`src/rtl/dma_priority_arbiter_if.sv`:
```
// dma_priority_arbiter_if: request, hold handshake, configuration and grant signals of the DMA arbiter
interface dma_priority_arbiter_if;
  logic [3:0] dreq;
  logic       hlda;
  logic       eop_n;
  logic [3:0] mask;
  logic [3:0] sw_req;
  logic       rot_pri;
  logic       dreq_sense_low;
  logic       dack_sense_high;
  logic       ctrl_disable;
  logic       hrq;
  logic [3:0] dack;
  logic [1:0] active_ch;
  logic       busy;
  logic       timeout_err;
  modport master (
    output dreq, hlda, eop_n, mask, sw_req, rot_pri, dreq_sense_low, dack_sense_high, ctrl_disable,
    input  hrq, dack, active_ch, busy, timeout_err
  );
  modport slave (
    input  dreq, hlda, eop_n, mask, sw_req, rot_pri, dreq_sense_low, dack_sense_high, ctrl_disable,
    output hrq, dack, active_ch, busy, timeout_err
  );
endinterface

```
`src/rtl/dma_priority_arbiter.sv`:
```
// dma_priority_arbiter: four-channel DMA request arbiter with CPU hold handshake and fixed/rotating priority
module dma_priority_arbiter #(
  parameter int HLDA_TIMEOUT = 255
) (
  input logic                  clk,
  input logic                  rst_n,
  dma_priority_arbiter_if.slave bus
);
  localparam logic [1:0] IDLE     = 2'd0;
  localparam logic [1:0] HOLD_REQ = 2'd1;
  localparam logic [1:0] ACTIVE   = 2'd2;
  localparam logic [1:0] RELEASE  = 2'd3;
  logic [1:0] state, nxt;
  logic [7:0] cnt;
  logic [1:0] ptr, base, pick, winner;
  logic [3:0] eff, grant_oh;
  logic       any_eff, timeout_hit, exit_active;
  logic       hrq_q, busy_q, terr_q;
  assign eff         = (((bus.dreq ^ {4{bus.dreq_sense_low}}) & ~bus.mask) | bus.sw_req) & ~{4{bus.ctrl_disable}};
  assign any_eff     = |eff;
  assign timeout_hit = cnt == 8'(HLDA_TIMEOUT - 1);
  assign exit_active = !bus.eop_n || !bus.hlda || !eff[winner];
  assign base        = bus.rot_pri ? ptr : 2'd0;
  // first requesting channel scanning upward from the current highest-priority slot
  always_comb begin
    pick = base;
    for (int i = 3; i >= 0; i--)
      if (eff[base + 2'(i)]) pick = base + 2'(i);
  end
  // next-state decode; HLDA outranks a timeout landing in the same cycle
  always_comb begin
    nxt = state;
    case (state)
      IDLE:     nxt = any_eff ? HOLD_REQ : IDLE;
      HOLD_REQ: nxt = !any_eff ? IDLE : bus.hlda ? ACTIVE : timeout_hit ? IDLE : HOLD_REQ;
      ACTIVE:   nxt = exit_active ? RELEASE : ACTIVE;
      default:  nxt = IDLE;
    endcase
  end
  // state, wait counter and rotating pointer
  always_ff @(posedge clk or negedge rst_n) begin
    if (!rst_n) begin
      state <= IDLE;
      cnt   <= 8'd0;
      ptr   <= 2'd0;
    end else begin
      state <= nxt;
      cnt   <= (state == HOLD_REQ && nxt == HOLD_REQ) ? cnt + 8'd1 : 8'd0;
      ptr   <= (state == RELEASE && bus.rot_pri) ? winner + 2'd1 : ptr;
    end
  end
  // winner latch and registered outputs, all derived from the next state
  always_ff @(posedge clk or negedge rst_n) begin
    if (!rst_n) begin
      winner   <= 2'd0;
      grant_oh <= 4'b0;
      hrq_q    <= 1'b0;
      busy_q   <= 1'b0;
      terr_q   <= 1'b0;
    end else begin
      winner   <= (state == HOLD_REQ && nxt == ACTIVE) ? pick : winner;
      grant_oh <= nxt != ACTIVE ? 4'b0 : state == ACTIVE ? grant_oh : 4'b0001 << pick;
      hrq_q    <= nxt == HOLD_REQ || nxt == ACTIVE;
      busy_q   <= nxt == ACTIVE;
      terr_q   <= state == HOLD_REQ && any_eff && !bus.hlda && timeout_hit;
    end
  end
  assign bus.hrq         = hrq_q;
  assign bus.busy        = busy_q;
  assign bus.timeout_err = terr_q;
  assign bus.active_ch   = busy_q ? winner : 2'd0;
  assign bus.dack        = bus.dack_sense_high ? grant_oh : ~grant_oh;
endmodule

```
`src/flat_wrapper.sv`:
```
// flat-port wrapper written by rule: the top's interface ports become plain ports
module dma_priority_arbiter_flat 
#(
  parameter int HLDA_TIMEOUT = 255
)
  (clk, rst_n, bus_dreq, bus_hlda, bus_eop_n, bus_mask, bus_sw_req, bus_rot_pri, bus_dreq_sense_low, bus_dack_sense_high, bus_ctrl_disable, bus_hrq, bus_dack, bus_active_ch, bus_busy, bus_timeout_err);
  dma_priority_arbiter_if bus_i ();
  input logic clk;
  input logic rst_n;
  input wire logic [$bits(bus_i.dreq)-1:0] bus_dreq;
  input wire logic [$bits(bus_i.hlda)-1:0] bus_hlda;
  input wire logic [$bits(bus_i.eop_n)-1:0] bus_eop_n;
  input wire logic [$bits(bus_i.mask)-1:0] bus_mask;
  input wire logic [$bits(bus_i.sw_req)-1:0] bus_sw_req;
  input wire logic [$bits(bus_i.rot_pri)-1:0] bus_rot_pri;
  input wire logic [$bits(bus_i.dreq_sense_low)-1:0] bus_dreq_sense_low;
  input wire logic [$bits(bus_i.dack_sense_high)-1:0] bus_dack_sense_high;
  input wire logic [$bits(bus_i.ctrl_disable)-1:0] bus_ctrl_disable;
  output wire logic [$bits(bus_i.hrq)-1:0] bus_hrq;
  output wire logic [$bits(bus_i.dack)-1:0] bus_dack;
  output wire logic [$bits(bus_i.active_ch)-1:0] bus_active_ch;
  output wire logic [$bits(bus_i.busy)-1:0] bus_busy;
  output wire logic [$bits(bus_i.timeout_err)-1:0] bus_timeout_err;
  assign bus_i.dreq = bus_dreq;
  assign bus_i.hlda = bus_hlda;
  assign bus_i.eop_n = bus_eop_n;
  assign bus_i.mask = bus_mask;
  assign bus_i.sw_req = bus_sw_req;
  assign bus_i.rot_pri = bus_rot_pri;
  assign bus_i.dreq_sense_low = bus_dreq_sense_low;
  assign bus_i.dack_sense_high = bus_dack_sense_high;
  assign bus_i.ctrl_disable = bus_ctrl_disable;
  assign bus_hrq = bus_i.hrq;
  assign bus_dack = bus_i.dack;
  assign bus_active_ch = bus_i.active_ch;
  assign bus_busy = bus_i.busy;
  assign bus_timeout_err = bus_i.timeout_err;
  dma_priority_arbiter #(.HLDA_TIMEOUT(HLDA_TIMEOUT)) u_core (.clk(clk), .rst_n(rst_n), .bus(bus_i));
endmodule
```
`config.mk`:
```
export PLATFORM = sky130hd
export DESIGN_NAME = dma_priority_arbiter_flat
export DESIGN_NICKNAME = d
export VERILOG_FILES = /design/src/rtl/dma_priority_arbiter_if.sv /design/src/rtl/dma_priority_arbiter.sv /design/src/flat_wrapper.sv
export SDC_FILE = /design/constraint.sdc
export NUM_CORES = 1
export LEC_CHECK = 0
export ABC_AREA = 1
export CAP_MARGIN = 20
export CORE_MARGIN = 2
export CORE_UTILIZATION = 50
export CTS_CLUSTER_SIZE = 25
export DETAILED_ROUTE_END_ITERATION = 16
export GPL_TIMING_DRIVEN = 0
export MAX_ROUTING_LAYER = met4
export PLACE_DENSITY = 0.88
export SYNTH_ARGS = -nofsm -noshare
export SYNTH_HDL_FRONTEND = slang
export SYNTH_SLANG_ARGS = --single-unit
```
`constraint.sdc`:
```
create_clock -name clk -period 2 [get_ports clk]
set_clock_uncertainty 0.15 [all_clocks]
set_input_delay 0.4 -clock clk [delete_from_list [all_inputs] [get_ports clk]]
set_output_delay 0.4 -clock clk [all_outputs]
set_load 0.01 [all_outputs]
```
==> flow_summary.json <==
{
  "status": "finished clean",
  "htreeDepth": 1,
  "power_w": 0.002091,
  "syn_avg_cell_area_um2": 6.669,
  "hold_start": "bus_hlda",
  "grt_pass1_wl_um": 5506,
  "min_to": "u_core.bus.timeout_err$_DFF_PN0_",
  "synth_top_area_share_pct": 38.25,
  "dp_cells": 264,
  "fp.dieW_um": 56.42,
  "min_path_cells": 2,
  "final_cell_mix": "53 x nand2_1, 29 x inv_1, 20 x dfrtp_1",
  "clock_tree.buffer_depth": 2,
  "vias": 1520,
  "fin_util_pct": 77.13,
  "hold_violations": 0,
  "finalWeightedCongestion": 0.8651,
  "cp_max_fo": 8,
  "post_drt_via_cell_ratio": 5.315,
  "fin_ws_ns": 0.01734,
  "drc": 0,
  "grt_max_degree": 22,
  "cts_sinks": 21,
  "final_nets": 280,
  "ys_ff_latch": 21,
  "tightest_slew_ns": 0.9606,
  "path_clk_slew_ns": 0.12,
  "slew_headroom_pct": 35.76,
  "n_antenna_cell": 0,
  "required_ns": 2.05,
  "dr.pass1.iters": 4,
  "power.leakage_nw": 1.132,
  "yosysTopAreaCell": "dfrtp_1",
  "io_pins": 29,
  "synth.net_count": 230,
  "cts_tree": "yes",
  "post-route-period-util_pct": 99.13,
  "num_rows": 19,
  "maxCapViolations": 0,
  "ctsHoldBuffers": 0,
  "cts_root_buf": "clkbuf_4",
  "fillers": 169,
  "synth_area_leaders": "dfrtp_1 38%, nand2_1 18%, inv_1 10%, nand3_1 8.7%, nor2_1 3.8%",
  "hold_class": "primary input to flop",
  "arrival_ns": 2.04,
  "start_util_pct": 51.14,
  "final_cells": 286,
  "rr_startpoint": "u_core.winner[0]$_DFFE_PN0P_",
  "core_area_mm2": 0.002686,
  "hpwl_um": 2143,
  "rsz0062_at_grt": "yes",
  "startpoint_type": "primary input",
  "ys_warn_count": 0,
  "wirelength_um": 3956,
  "timing.fmax_ghz": 0.5044,
  "areaGrowthSynthToFinish_pct": 50.82,
  "cellPowerDensity_mw_per_mm2": 1009,
  "grt_usage_pct": 22.21,
  "drt_iter0_markers": 68,
  "antenna_found_initial": 0,
  "post-place-ws_ns": -0.9640,
  "die_h_um": 56.42,
  "first_global_vias": 1307,
  "synthCells": 206,
  "overflow": 0,
  "ant_nets": 0,
  "yosysSeqAreaShare_pct": 38.25,
  "die_area_mm2": 0.003183,
  "peakVddDrop_v": 0.0009454,
  "clk-insertion-delay-late_ns": 0.31,
  "setup_violations": 0,
  "layout_commonest_cell": "nand2_1",
  "worstSetupPathType": "primary input to flop",
  "r2r-end": "u_core.winner[1]$_DFFE_PN0P_",
  "reg2regPathDepth": 12,
  "drive_gt1_share_pct": 30.59,
  "io_buffers": 27,
  "cts_buffers": 3,
  "final_max_slew_viol_count": 0,
  "ys_types": 23,
  "netlist_area_mm2": 0.001374,
  "period_minus_slack_ns": 1.983,
  "r2r_slack_ns": 0.03,
  "endpoint_kind": "flop",
  "routedWlPerCell_um": 13.83
}
## flip-flops by register name (all words and copies together), names as in the netlist
register	count
u_core.cnt	8
u_core.state	2
u_core.winner	2
u_core.bus.timeout_err	1
u_core.ptr	2
u_core.bus.hrq	1
u_core.bus.busy	1
u_core.grant_oh	4
## cell usage after synthesis
library cell	count
o21ai_2	2
nor3_1	5
nand2_2	1
xnor2_1	4
inv_1	37
o22ai_1	1
ha_1	4
nor3b_1	2
clkinv_1	1
a31oi_1	1
nand3_1	24
o21bai_1	2
nand4_1	1
nor2_1	14
and3_1	2
nand2_1	66
clkbuf_1	1
dfrtp_1	21
a21boi_1	1
inv_2	3
a21oi_1	6
o21ai_0	6
o21a_1	1
## where the power goes
group	switching (W)	internal [W]	leakage, nW
logic	0.000701	0.000539	0.839
registers	0.000111	0.000531	0.278
clock network	0.000130	0.0000779	0.0150
## cell type report
| type | count | area, µm² | share of cell area (%) |
|---|---|---|---|
| multi-input combinational | 143 | 905.9 | 43.72 |
| sequential | 21 | 526.8 | 25.42 |
| timing repair buffer | 45 | 412.9 | 19.93 |
| inverter | 41 | 157.7 | 7.609 |
| tap | 31 | 38.79 | 1.872 |
| clock buffer | 4 | 26.28 | 1.268 |
| buffer | 1 | 3.754 | 0.1812 |
## critical path, stage by stage
cell and delay (ns):
clkdlybuf4s50_1 0.47, nand2_1 0.10, a31oi_4 0.17, nand2_2 0.07, o21ai_2 0.14, nand2_2 0.09, buf_4 0.15, ha_4 0.16
nand2_4 0.13, nor2_2 0.05, o21a_1 0.10
## per-stage QoR
stage,hold slack (ns),setup TNS [ns],area (µm²)
6_report,0.1692,0,2072
5_1_grt,0.1574,-0.6922,2072
4_1_cts,0.3655,0,1917
3_5_place_dp,0.3383,-12.86,1683
3_3_place_gp,0.3363,-12.09,1683
2_1_floorplan,-0.04559,0,1374
## routing by layer
metal,part of all wire [%],global-route usage (%),vias up
li1,-,-,745
met1,39,25.94,724
met2,55,39.66,37
met3,3.0,4.608,14
met4,3.2,4.422,0
met5,0,-,-
## what timing repair did
item,4_1_cts,5_1_grt
endpoints found under the setup margin,16,18
pin swaps,24,24
resized for setup,52,40
buffers inserted,13,5
## logic make-up after synthesis
kind of cell | share of synthesized area [%]
XOR/XNOR | 2.550
flip-flops | 38.25
adder cells (fa/ha/maj) | 3.643
AND/OR/NAND/NOR | 35.34
buffers and inverters | 11.47
AO/OA/AOI/OAI | 8.744
## worst max path at each step
stage	end	from	slack (ns)	cells after the start
floorplan	u_core.grant_oh[0]$_DFFE_PN0P_	bus_dreq_sense_low	0.002	16
global placement	u_core.grant_oh[2]$_DFFE_PN0P_	bus_dreq_sense_low	-0.92	17
detailed placement	u_core.grant_oh[0]$_DFFE_PN0P_	bus_dreq_sense_low	-0.96	17
CTS	u_core.grant_oh[0]$_DFFE_PN0P_	bus_sw_req[0]	0.001	15
global route	u_core.grant_oh[0]$_DFFE_PN0P_	u_core.cnt[4]$_DFF_PN0_	-0.1	16
finish	u_core.cnt[4]$_DFF_PN0_	bus_eop_n	0.02	11
Note: power is estimated with default switching activity, not from simulation.
